## config.mk

```make
export PLATFORM = sky130hd
export DESIGN_NAME = psu_cwdarrrecv
export DESIGN_NICKNAME = d
export VERILOG_FILES = /design/src/rtl/psu_cwdarrrecv.sv
export SDC_FILE = /design/constraint.sdc
export NUM_CORES = 1
export LEC_CHECK = 0
export BUFFER_PORTS_ARGS = -buffer_cell sky130_fd_sc_hd__clkbuf_2
export CAP_MARGIN = 25
export CORE_ASPECT_RATIO = 2
export CORE_MARGIN = 3
export CORE_UTILIZATION = 40
export CTS_CLUSTER_SIZE = 16
export DETAILED_ROUTE_END_ITERATION = 12
export MAX_ROUTING_LAYER = met4
export PLACE_DENSITY = 0.59
export SYNTH_ARGS = -nofsm -noshare
export SYNTH_HDL_FRONTEND = slang
export SYNTH_SLANG_ARGS = --single-unit
```

## constraint.sdc

```tcl
create_clock -name clk -period 3.65 [get_ports clk]
set_input_delay 0.365 -clock clk [delete_from_list [all_inputs] [get_ports clk]]
set_output_delay 0.365 -clock clk [all_outputs]
set_load 0.05 [all_outputs]
```

## src/rtl/psu_cwdarrrecv.sv

```systemverilog
// psu_cwdarrrecv: qubit-plane-side receiver for the PSU codeword array.
//
// Captures one full NUM_PQ x CWD_BW codeword array over a valid/ready
// handshake, then streams it out as CHUNK-qubit beats. With SKIP_IDLE=1,
// chunks whose codewords are all CWD_I are never emitted. For every captured
// array the per-qubit active mask (codeword != CWD_I) and a popcount of it
// are kept.
//
// Ports:
//   clk, rst_n     clock, asynchronous active-low reset
//   in_valid       codeword array valid
//   in_ready       receiver idle and able to capture an array
//   in_cwdarray    codeword array, qubit i at [i*CWD_BW +: CWD_BW]
//   out_valid      output beat valid
//   out_ready      downstream accepts the beat
//   out_chunk      codewords of qubits base..base+CHUNK-1, same packing
//   out_base_idx   index of the first qubit in out_chunk
//   out_active     per-qubit flag for out_chunk, codeword != CWD_I
//   out_last       final emitted beat of the current array
//   done           one-cycle pulse when an array is fully drained
//   active_cnt     non-idle qubit count of the last captured array

// Per-qubit idle detector, one instance per qubit.
module psu_cwdarrrecv_lane #(
    parameter int CWD_BW = 3,
    parameter int CWD_I  = 0
) (
    input  logic [CWD_BW-1:0] cwd,
    output logic              act
);
    assign act = (cwd != CWD_BW'(CWD_I));
endmodule

module psu_cwdarrrecv #(
    parameter int NUM_PQ    = 16,
    parameter int CWD_BW    = 3,
    parameter int CWD_I     = 0,
    parameter int CHUNK     = 4,
    parameter int SKIP_IDLE = 1
) (
    input  logic                        clk,
    input  logic                        rst_n,
    input  logic                        in_valid,
    output logic                        in_ready,
    input  logic [NUM_PQ*CWD_BW-1:0]    in_cwdarray,
    output logic                        out_valid,
    input  logic                        out_ready,
    output logic [CHUNK*CWD_BW-1:0]     out_chunk,
    output logic [$clog2(NUM_PQ)-1:0]   out_base_idx,
    output logic [CHUNK-1:0]            out_active,
    output logic                        out_last,
    output logic                        done,
    output logic [$clog2(NUM_PQ+1)-1:0] active_cnt
);
    localparam int NCH  = NUM_PQ / CHUNK;
    localparam int CIW  = (NCH > 1) ? $clog2(NCH) : 1;
    localparam int IDXW = $clog2(NUM_PQ);
    localparam int CNTW = $clog2(NUM_PQ + 1);
    localparam int AW   = NUM_PQ * CWD_BW;
    localparam int BW   = CHUNK * CWD_BW;
    localparam logic [CWD_BW-1:0] CI = CWD_BW'(CWD_I);

    typedef enum logic {IDLE, SEND} state_t;

    state_t state, state_d;

    logic [AW-1:0]     buf_q;
    logic [NUM_PQ-1:0] act_q;
    logic [NCH-1:0]    elig_q;
    logic [CIW-1:0]    cur_q;

    logic [NUM_PQ-1:0] in_act;
    logic [NCH-1:0]    in_elig;
    logic [CNTW-1:0]   cnt_d;

    logic              cap, adv, fin;
    logic [CIW:0]      first, nxt, tail;
    logic [CIW-1:0]    sel_idx;
    logic [BW-1:0]     sel_chunk;
    logic [CHUNK-1:0]  sel_act;
    logic              sel_last;

    // Lowest set bit of v at or above index 'from'; MSB of the result is a
    // found flag. Purely combinational priority scan.
    function automatic logic [CIW:0] scan(input logic [NCH-1:0] v, input int from);
        logic [CIW:0] r;
        r = '0;
        for (int i = NCH - 1; i >= 0; i--) begin
            if (i >= from && v[i]) r = {1'b1, CIW'(i)};
        end
        return r;
    endfunction

    for (genvar q = 0; q < NUM_PQ; q++) begin : g_lane
        psu_cwdarrrecv_lane #(.CWD_BW(CWD_BW), .CWD_I(CWD_I)) u_lane (
            .cwd (in_cwdarray[q*CWD_BW +: CWD_BW]),
            .act (in_act[q])
        );
    end

    // Chunks eligible for emission: all of them, or only those with any
    // active qubit when idle chunks are skipped.
    always_comb begin
        in_elig = '0;
        for (int c = 0; c < NCH; c++) begin
            in_elig[c] = (SKIP_IDLE == 0) ? 1'b1 : |in_act[c*CHUNK +: CHUNK];
        end
    end

    always_comb begin
        cnt_d = '0;
        for (int i = 0; i < NUM_PQ; i++) cnt_d = cnt_d + CNTW'(in_act[i]);
    end

    assign first = scan(in_elig, 0);
    assign nxt   = scan(elig_q, int'(cur_q) + 1);

    // FSM next state and control strobes
    always_comb begin
        state_d = state;
        cap     = 1'b0;
        adv     = 1'b0;
        fin     = 1'b0;
        case (state)
            IDLE: begin
                if (in_valid) begin
                    cap = 1'b1;
                    if (first[CIW]) state_d = SEND;
                end
            end
            SEND: begin
                if (out_ready) begin
                    if (out_last) begin
                        fin     = 1'b1;
                        state_d = IDLE;
                    end else begin
                        adv = 1'b1;
                    end
                end
            end
            default: state_d = IDLE;
        endcase
    end

    // Beat to load next: the first chunk straight from the input on capture,
    // otherwise the next eligible chunk from the capture buffer. out_last is
    // precomputed by checking whether any eligible chunk lies above it.
    always_comb begin
        sel_idx   = cap ? first[CIW-1:0] : nxt[CIW-1:0];
        sel_chunk = cap ? in_cwdarray[int'(sel_idx)*BW +: BW]
                        : buf_q[int'(sel_idx)*BW +: BW];
        sel_act   = cap ? in_act[int'(sel_idx)*CHUNK +: CHUNK]
                        : act_q[int'(sel_idx)*CHUNK +: CHUNK];
        tail      = scan(cap ? in_elig : elig_q, int'(sel_idx) + 1);
        sel_last  = !tail[CIW];
    end

    always_ff @(posedge clk or negedge rst_n) begin
        if (!rst_n) state <= IDLE;
        else        state <= state_d;
    end

    always_ff @(posedge clk or negedge rst_n) begin
        if (!rst_n) begin
            buf_q        <= '0;
            act_q        <= '0;
            elig_q       <= '0;
            cur_q        <= '0;
            out_chunk    <= {CHUNK{CI}};
            out_base_idx <= '0;
            out_active   <= '0;
            out_last     <= 1'b0;
            done         <= 1'b0;
            active_cnt   <= '0;
        end else begin
            done <= 1'b0;
            if (cap) begin
                buf_q      <= in_cwdarray;
                act_q      <= in_act;
                elig_q     <= in_elig;
                active_cnt <= cnt_d;
                // nothing to emit: the array is drained on arrival
                if (!first[CIW]) done <= 1'b1;
            end
            if ((cap && first[CIW]) || adv) begin
                cur_q        <= sel_idx;
                out_chunk    <= sel_chunk;
                out_active   <= sel_act;
                out_base_idx <= IDXW'(int'(sel_idx) * CHUNK);
                out_last     <= sel_last;
            end
            if (fin) done <= 1'b1;
        end
    end

    assign in_ready  = (state == IDLE);
    assign out_valid = (state == SEND);

endmodule

```

==> out/metrics.csv, run 1 <==
metric,value,unit
hp-class,in -> reg,
ys_top_cells_by_area,"dfrtp_1 50%, nand2_1 15%, fa_1 4.3%, o211ai_1 3.9%, or3_1 3.2%",
cts_tree,done,
finalClockSkew,4.91,ps
drive_gt1_frac,0.267,
rsz0062_at_grt,no,
setup_violations,0,
yosysSeqAreaShare,0.498,
pwr-share-clk,0.165,
cp-end-kind,flop,
viasPerCell,5.24,
synth_top_cell_by_area,dfrtp_1,
htree_levels,3,
powerDensity,944,nW/µm²
drt-initial-drc-count,232,
power.net_switching,2.54,mW
port_buffers,78,
finalWirelength,13.3,mm
startpoint_type,primary input,
whs,262,ps
core,11400,µm²
crit_type,in -> reg,
synth-edff-count,0,
comb_power_share,0.516,
dieArea,13100,µm²
worstSkewPairLatency,350,ps
preCtsSetupSlack,-357,ps
rows,55,
ioPinCount,81,
p_leak,2.89,nW
synth_cell_type_count,53,
num_vias,3974,
post_cts_buffers,0,
start_util,0.412,
nNetsFinal,680,
clock-root-buffer,clkbuf_16,
fin_util,0.508,
internal_power,2.90,mW
n_antenna_cell,0,
dp_cells,741,
fmax,282,MHz
switching_share,0.466,
worstMarginPinSlew,749,ps
clock-sinks,93,
grt_pass1_wl,21.6,mm
cts.clk_slew.worst_paths,70,ps
final_antenna_net_count,0,
pwr-share-seq,0.319,
synth_commonest_cells,"183 x nand2_1, 93 x dfrtp_1, 25 x o21ai_0",
ir_drop,495,µV
crit_chain,clkbuf_2 -> nor3_2 -> buf_4 -> inv_1 -> fa_1 -> inv_1 -> fa_1 -> fa_1 -> fa_1 -> inv_1 -> ha_1 -> fa_1 -> xnor2_1 -> o21ai_0,
async_flop_share,1.00,
track_usage,0.227,
area_delta_synth_final,23.3,%
fin_crit,3550,ps
cpPeakStageDelay,540,ps
antenna_found_initial,0,
grt_max_degree,62,
setup_slack,104,ps
cts.path.max_buffers,2,
ys_ff_latch,93,
setup-tns-final,0,ps
avgSynthCellArea,9.20,µm²
cp.arrival,3750,ps
wl_per_cell,17.5,µm
die_w,82.5,µm
hold_viol,0,
drtPass1Iterations,5,
hpwlAfterDp,10.0,mm
cp.required,3860,ps
synth_warnings,0,
status,finished clean,
syn_inst,508,
max-slew-margin-rel,0.500,
synth_flop_cell,dfrtp_1,
fin_cells,759,
gp_congestion,0.826,
cts_made_buffers,9,
drv_cap,0,
synth_top_area_share,0.498,
synth_area,4680,µm²
slowest_stage,fa_1,
grt_pass1_vias,4196,
drc,0,
crit_top_cell,fa_1,
slew_violations,0,
cp_max_fo,2,
overflow,0,
yosysMostFrequentCell,nand2_1,
die-height,159,µm
min_period_over_period,0.972,
==> metrics by stage <==
step	total power [mW]	area [µm²]
CTS	5.46	5730
finish	5.44	5770
detailed placement	4.57	5450
floorplan	3.77	4680
global route	5.84	5770
global placement	4.51	5450
==> power groups by stage <==
| stage | clock network (mW) | logic (mW) | registers (mW) |
|---|---|---|---|
| 2_1_floorplan | 0 | 1.57 | 2.20 |
| 3_3_place_gp | 0 | 2.76 | 1.75 |
| 3_5_place_dp | 0 | 2.80 | 1.77 |
| 4_1_cts | 0.904 | 2.81 | 1.75 |
| 5_1_grt | 0.952 | 3.09 | 1.80 |
| 6_report | 0.897 | 2.81 | 1.74 |
==> layout by cell type (no fill, tap or decap), types with 3 or more instances in the layout <==
master	Yosys	final
a211oi_1	4	4
a21oi_1	7	6
a31oi_1	12	12
and3_1	3	3
buf_4	4	44
clkbuf_16	0	9
clkbuf_2	0	77
clkinv_2	0	4
dfrtp_1	93	93
fa_1	10	10
ha_1	6	6
inv_1	14	14
nand2_1	183	183
nor2_1	14	14
nor3_2	11	12
o211ai_1	24	24
o21ai_0	25	25
o31ai_1	3	3
or3_1	24	24
==> kinds of logic (layout without fill, tap and decap cells) <==
| family | count (synthesis) | count (layout) | synth area share |
|---|---|---|---|
| compound gates | 93 | 93 | 0.135 |
| xor+xnor | 2 | 2 | 0.00375 |
| fa+ha+maj | 16 | 16 | 0.0589 |
| buf+inv | 46 | 154 | 0.0452 |
| flops | 93 | 93 | 0.498 |
| mux | 2 | 2 | 0.00455 |
| other cells | 1 | 2 | 0.000802 |
| simple gates | 255 | 255 | 0.254 |
==> registers in the layout, indices dropped and copies added (netlist names), 2 cells and up <==
signal,cells
cur_q,2
buf_q,48
out_active,4
elig_q,3
active_cnt,5
out_chunk,12
act_q,16
==> cell type report <==
class                           count  area, µm²
Tap cell                          142        178
Sequential cell                    93       2330
Clock buffer                        9        225
Timing Repair Buffer              124        761
Multi-Input combinational cell    370       2170
Clock inverter                      7       48.8
Inverter                           14       52.6
Fill cell                        1117       5590
==> what timing repair did <==
| action | CTS | global route |
|---|---|---|
| hold buffers | 1 | 0 |
| setup endpoints to repair | 0 | 4 |
| hold endpoints to repair | 30 | 0 |
| resized for setup | 0 | 4 |
==> routing by layer <==
layer / routed length [µm] / up-vias / global-route usage
met5: 0 / - / -
met4: 571 / 0 / 0.111
met3: 493 / 32 / 0.0329
met2: 7120 / 101 / 0.364
met1: 5140 / 1911 / 0.270
li1: - / 1930 / -
==> final timing paths <==
check | start | end | slack (ps) | cells past startpoint
setup / recovery | in_cwdarray[40] | active_cnt[2] | 100 | 14
hold / removal | in_cwdarray[22] | buf_q[22] | 260 | 3
setup reg to reg | out_valid | out_last | 1090 | 6
hold reg to reg | buf_q[15] | buf_q[15] | 470 | 2
max in group asynchronous | rst_n | buf_q[34] | 2290 | 3
min in group asynchronous | rst_n | act_q[10] | 500 | 2
==> worst max-delay path: cells and delay by family <==
kind | cells | cell delay (ps)
adders and majority gates | 6 | 2560
buffers and inverters | 5 | 400
and+or+nand+nor | 1 | 180
xor gates and xnor gates | 1 | 160
AOI/OAI and AO/OA | 1 | 90
(Power assumes the default switching activity.)
==> run 2: changes to the inputs <==
==> constraint.sdc (replaced) <==
create_clock -name clk -period 4.2 [get_ports clk]
set_input_delay 0.42 -clock clk [delete_from_list [all_inputs] [get_ports clk]]
set_output_delay 0.42 -clock clk [all_outputs]
set_load 0.05 [all_outputs]
==> out/metrics.csv, run 2 (synthesis results as in run 1) <==
metric,value,unit
status,finished clean,
finalClockSkew,6.16,ps
r2r_end,out_active[3],
cts_made_buffers,9,
post_cts_buffers,0,
preCtsSetupSlack,190,ps
track_usage,0.221,
crit_chain,clkbuf_2 -> nor3_4 -> fa_1 -> fa_1 -> fa_1 -> fa_1 -> inv_1 -> ha_1 -> a21o_1 -> a21oi_1 -> xor2_1 -> o21ai_0,
hold_buffers,0,
min_period_over_period,0.868,
cp.required,4380,ps
core,11400,µm²
slowest_stage,fa_1,
port_buffers,78,
r2r-start,out_valid,
gp_congestion,0.836,
ir_drop,398,µV
finalPower,4.74,mW
rows,55,
n_antenna_cell,0,
htree_levels,3,
drc,0,
overflow,0,
wl_per_cell,17.8,µm
grtUsageMet3,0.0414,
cp-end-kind,flop,
drt-initial-drc-count,277,
cts_tree,done,
crit_buf_inv,2,
drv_cap,0,
max-slew-margin-rel,0.379,
hpwlAfterDp,9.56,mm
setup_violations,0,
fin_util,0.486,
clock-root-buffer,clkbuf_16,
setup-tns-final,0,ps
hp-class,in -> async,
drive_gt1_frac,0.221,
crit_top_cell,fa_1,
worstMarginPinSlew,932,ps
clock-sinks,93,
fin_cells,725,
cts_resized,0,
viasPerCell,5.35,
num_vias,3880,
slew_violations,0,
die-height,159,µm
cts.path.max_buffers,2,
area_delta_synth_final,18.1,%
layout_commonest_cell,nand2_1,
startpoint,in_cwdarray[10],
cp_num_cells,12,
powerDensity,859,nW/µm²
gr-usage-met2,0.341,
grt_max_degree,96,
worstSetupEndpoint,active_cnt[3],
die_w,82.5,µm
nNetsFinal,647,
rsz0062_at_grt,no,
largest-register,buf_q,
cp_max_fo,4,
startpoint_type,primary input,
cpPeakStageDelay,520,ps
grt_pass1_wl,21.0,mm
layout_common_cells,"183 x nand2_1, 93 x dfrtp_1, 77 x clkbuf_2, 25 x o21ai_0",
grt_pass1_vias,4005,
dp_cells,710,
fmax,274,MHz
ioPinCount,81,
largest_reg_flops,48,
setup_slack,556,ps
cp_top_family,adder cells,
drtPass1Iterations,4,
hold_viol,0,
cp.arrival,3830,ps
gr-max-usage-layer,met2,
fin_crit,3640,ps
fillers,1116,
cts.clk_slew.worst_paths,60,ps
start_util,0.412,
finalWirelength,12.9,mm
antenna_found_initial,0,
rrSetupSlack,1310,ps
p_leak,2.72,nW
final_antenna_net_count,0,
dieArea,13100,µm²
rr_worst_depth,6,
use_met1,0.266,
top_regs,"buf_q: 48 flops, act_q: 16 flops, out_chunk: 12 flops",
worstSkewPairLatency,340,ps
crit_type,in -> reg,
-- run 2: final cells by class --
type                       count  area (µm²)  share of cell area
sequential                    93        2330               0.422
tap                          142         178              0.0322
timing repair buffer          91         518              0.0938
multi-input combinational    370        2150               0.390
clock buffer                   9         225              0.0408
inverter                      14        52.6             0.00952
clock inverter                 6        65.1              0.0118
-- run 2: how the worst min path moves through the flow --
| stage | startpoint | endpoint | slack [ps] |
|---|---|---|---|
| after floorplan | rst_n | act_q[0] | 120 |
| after global placement | buf_q[19] | buf_q[19] | 450 |
| after detailed placement | buf_q[14] | buf_q[14] | 460 |
| after CTS | rst_n | act_q[8] | 170 |
| after global routing | rst_n | out_active[0] | 190 |
| final | rst_n | out_active[0] | 150 |
-- run 2: layer usage --
metal  up-vias  part of all wire  routed length, µm
met5         -                 0                  0
met1      1870              0.38               4970
met3        31             0.046                598
met2       120              0.52               6670
li1       1859                 -                  -
met4         0             0.054                694
-- run 2: worst reg2reg max path, stage by stage (launching register included) --
cell and delay (ps):
dfrtp_1 460, nand2b_2 170, buf_4 680, o2111ai_1 630
a211oi_1 420, a32oi_1 110, mux2_2 310
-- run 2: report_power, final --
part           internal [mW]  switching, mW
logic                  0.778           1.65
registers               1.34          0.179
clock network          0.458          0.343
total                   2.57           2.17
-- run 2: stage by stage --
step           hold WS (ps)  cell area, µm²
2_1_floorplan           124            4680
3_3_place_gp            451            5190
3_5_place_dp            457            5230
4_1_cts                 172            5520
5_1_grt                 189            5520
6_report                147            5520
==> run 3: changes to the inputs <==
--- a/config.mk
+++ b/config.mk
@@ -14,6 +14,7 @@
 export DETAILED_ROUTE_END_ITERATION = 12
 export MAX_ROUTING_LAYER = met4
 export PLACE_DENSITY = 0.59
+export REMOVE_ABC_BUFFERS = 1
 export SYNTH_ARGS = -nofsm -noshare
 export SYNTH_HDL_FRONTEND = slang
 export SYNTH_SLANG_ARGS = --single-unit
==> constraint.sdc (replaced) <==
create_clock -name clk -period 4.72 [get_ports clk]
set_input_delay 0.472 -clock clk [delete_from_list [all_inputs] [get_ports clk]]
set_output_delay 0.472 -clock clk [all_outputs]
set_load 0.05 [all_outputs]
==> out/metrics.csv, run 3 (synthesis results as in run 1) <==
metric,value,unit
status,finished clean,
cts.path.max_buffers,2,
drt-initial-drc-count,281,
start_util,0.412,
finalClockSkew,9.33,ps
overflow,0,
drtPass1Iterations,6,
hp-class,in -> async,
crit_top_cell,fa_1,
core,11400,µm²
fmax,259,MHz
whs,195,ps
hold_viol,0,
cts.clk_slew.worst_paths,60,ps
die-height,159,µm
viasPerCell,5.29,
rr_worst_depth,6,
crit_type,in -> reg,
grt_pass1_wl,20.1,mm
fin_util,0.484,
final_antenna_net_count,0,
layout_commonest_cell,nand2_1,
hpwlAfterDp,8.69,mm
finalWirelength,12.3,mm
post_cts_buffers,0,
min_period_over_period,0.818,
cts_tree,done,
wl_per_cell,17.0,µm
slowest_stage,fa_1,
powerDensity,765,nW/µm²
setup-tns-final,0,ps
rsz0062_at_grt,no,
cp.required,4900,ps
r2r-start,out_valid,
cpPeakStageDelay,520,ps
htree_levels,3,
seqCellArea,2330,µm²
num_vias,3817,
clock-root-buffer,clkbuf_16,
rrSetupSlack,1680,ps
m1WireLength,4.71,mm
hold_buffers,0,
drive_gt1_frac,0.216,
drc,0,
wl_met2,6.74,mm
cp-end-kind,flop,
clock-sinks,93,
dieArea,13100,µm²
largest_reg_flops,48,
cts_made_buffers,9,
top_regs,"buf_q: 48 flops, act_q: 16 flops, out_chunk: 12 flops",
port_buffers,78,
setup_violations,0,
track_usage,0.207,
max-slew-margin-rel,0.315,
cts_resized,0,
area_delta_synth_final,17.5,%
startpoint_type,primary input,
topRoutingLayerUsed,met4,
grt_max_degree,96,
grt_pass1_vias,3901,
slew_violations,0,
r2r_end,out_active[3],
crit_chain,clkbuf_2 -> nor3_1 -> inv_1 -> fa_1 -> inv_1 -> fa_1 -> fa_1 -> fa_1 -> inv_1 -> ha_1 -> fa_1 -> xnor2_1 -> o21ai_0,
antenna_found_initial,0,
cp.arrival,4040,ps
cp_max_fo,3,
fillers,1136,
p_leak,2.70,nW
rows,55,
die_w,82.5,µm
drv_cap,0,
dr_wl_met3,600,µm
ioPinCount,81,
ir_drop,482,µV
multi_input_area,2150,µm²
fin_crit,3860,ps
layout_common_cells,"183 x nand2_1, 93 x dfrtp_1, 77 x clkbuf_2, 25 x o21ai_0",
nNetsFinal,644,
n_antenna_cell,0,
worstMarginPinSlew,1030,ps
largest-register,buf_q,
gp_congestion,0.836,
worstSkewPairLatency,340,ps
==> run 3: changes by cell type in the layout (fill, tap and decap cells not counted), sizes merged <==
cell,before,now
clkbuf,86,88
clkinv,4,1
buf,14,11
bufinv,1,2
==> run 3: worst max path at each step <==
| stage | cells after the start | startpoint | endpoint |
|---|---|---|---|
| 2_1_floorplan | 6 | out_valid | out_chunk[0] |
| 3_3_place_gp | 13 | in_cwdarray[46] | active_cnt[2] |
| 3_5_place_dp | 13 | in_cwdarray[46] | active_cnt[2] |
| 4_1_cts | 13 | in_cwdarray[46] | active_cnt[2] |
| 5_1_grt | 14 | in_cwdarray[46] | active_cnt[3] |
| 6_report | 13 | in_cwdarray[46] | active_cnt[2] |
==> run 3: layout make-up <==
class / count / share of cell area
Timing Repair Buffer: 88 / 0.0852
Clock inverter: 4 / 0.0132
Clock buffer: 11 / 0.0442
Inverter: 14 / 0.00956
Tap cell: 142 / 0.0323
Multi-Input combinational cell: 370 / 0.392
Sequential cell: 93 / 0.423
==> run 3: metal layers <==
| metal | vias up | global-route usage |
|---|---|---|
| li1 | 1855 | - |
| met1 | 1835 | 0.250 |
| met2 | 108 | 0.342 |
| met3 | 19 | 0.0369 |
| met4 | 0 | 0.0703 |
| met5 | - | - |
==> run 3: through the flow <==
| step | instances | total power, mW | area (µm²) | setup slack [ps] |
|---|---|---|---|---|
| after floorplan | 477 | 2.84 | 4520 | 532 |
| after global placement | 707 | 3.40 | 5180 | 627 |
| after detailed placement | 707 | 3.46 | 5180 | 454 |
| after CTS | 722 | 4.24 | 5500 | 806 |
| after global routing | 722 | 4.50 | 5500 | 607 |
| final | 722 | 4.20 | 5500 | 857 |
==> run 3: power by group <==
| part | switching [mW] | leakage [nW] | internal, mW |
|---|---|---|---|
| Clock | 0.300 | 0.152 | 0.475 |
| Sequential | 0.160 | 1.12 | 1.19 |
| Combinational | 1.43 | 1.43 | 0.651 |
| Total | 1.89 | 2.70 | 2.31 |
==> run 3: critical path, delay by kind of cell <==
kind,cells,cell delay [ps]
compound gates,1,80
xor+xnor,1,180
fa+ha+maj,6,2570
buf+inv,4,310
simple gates,1,440
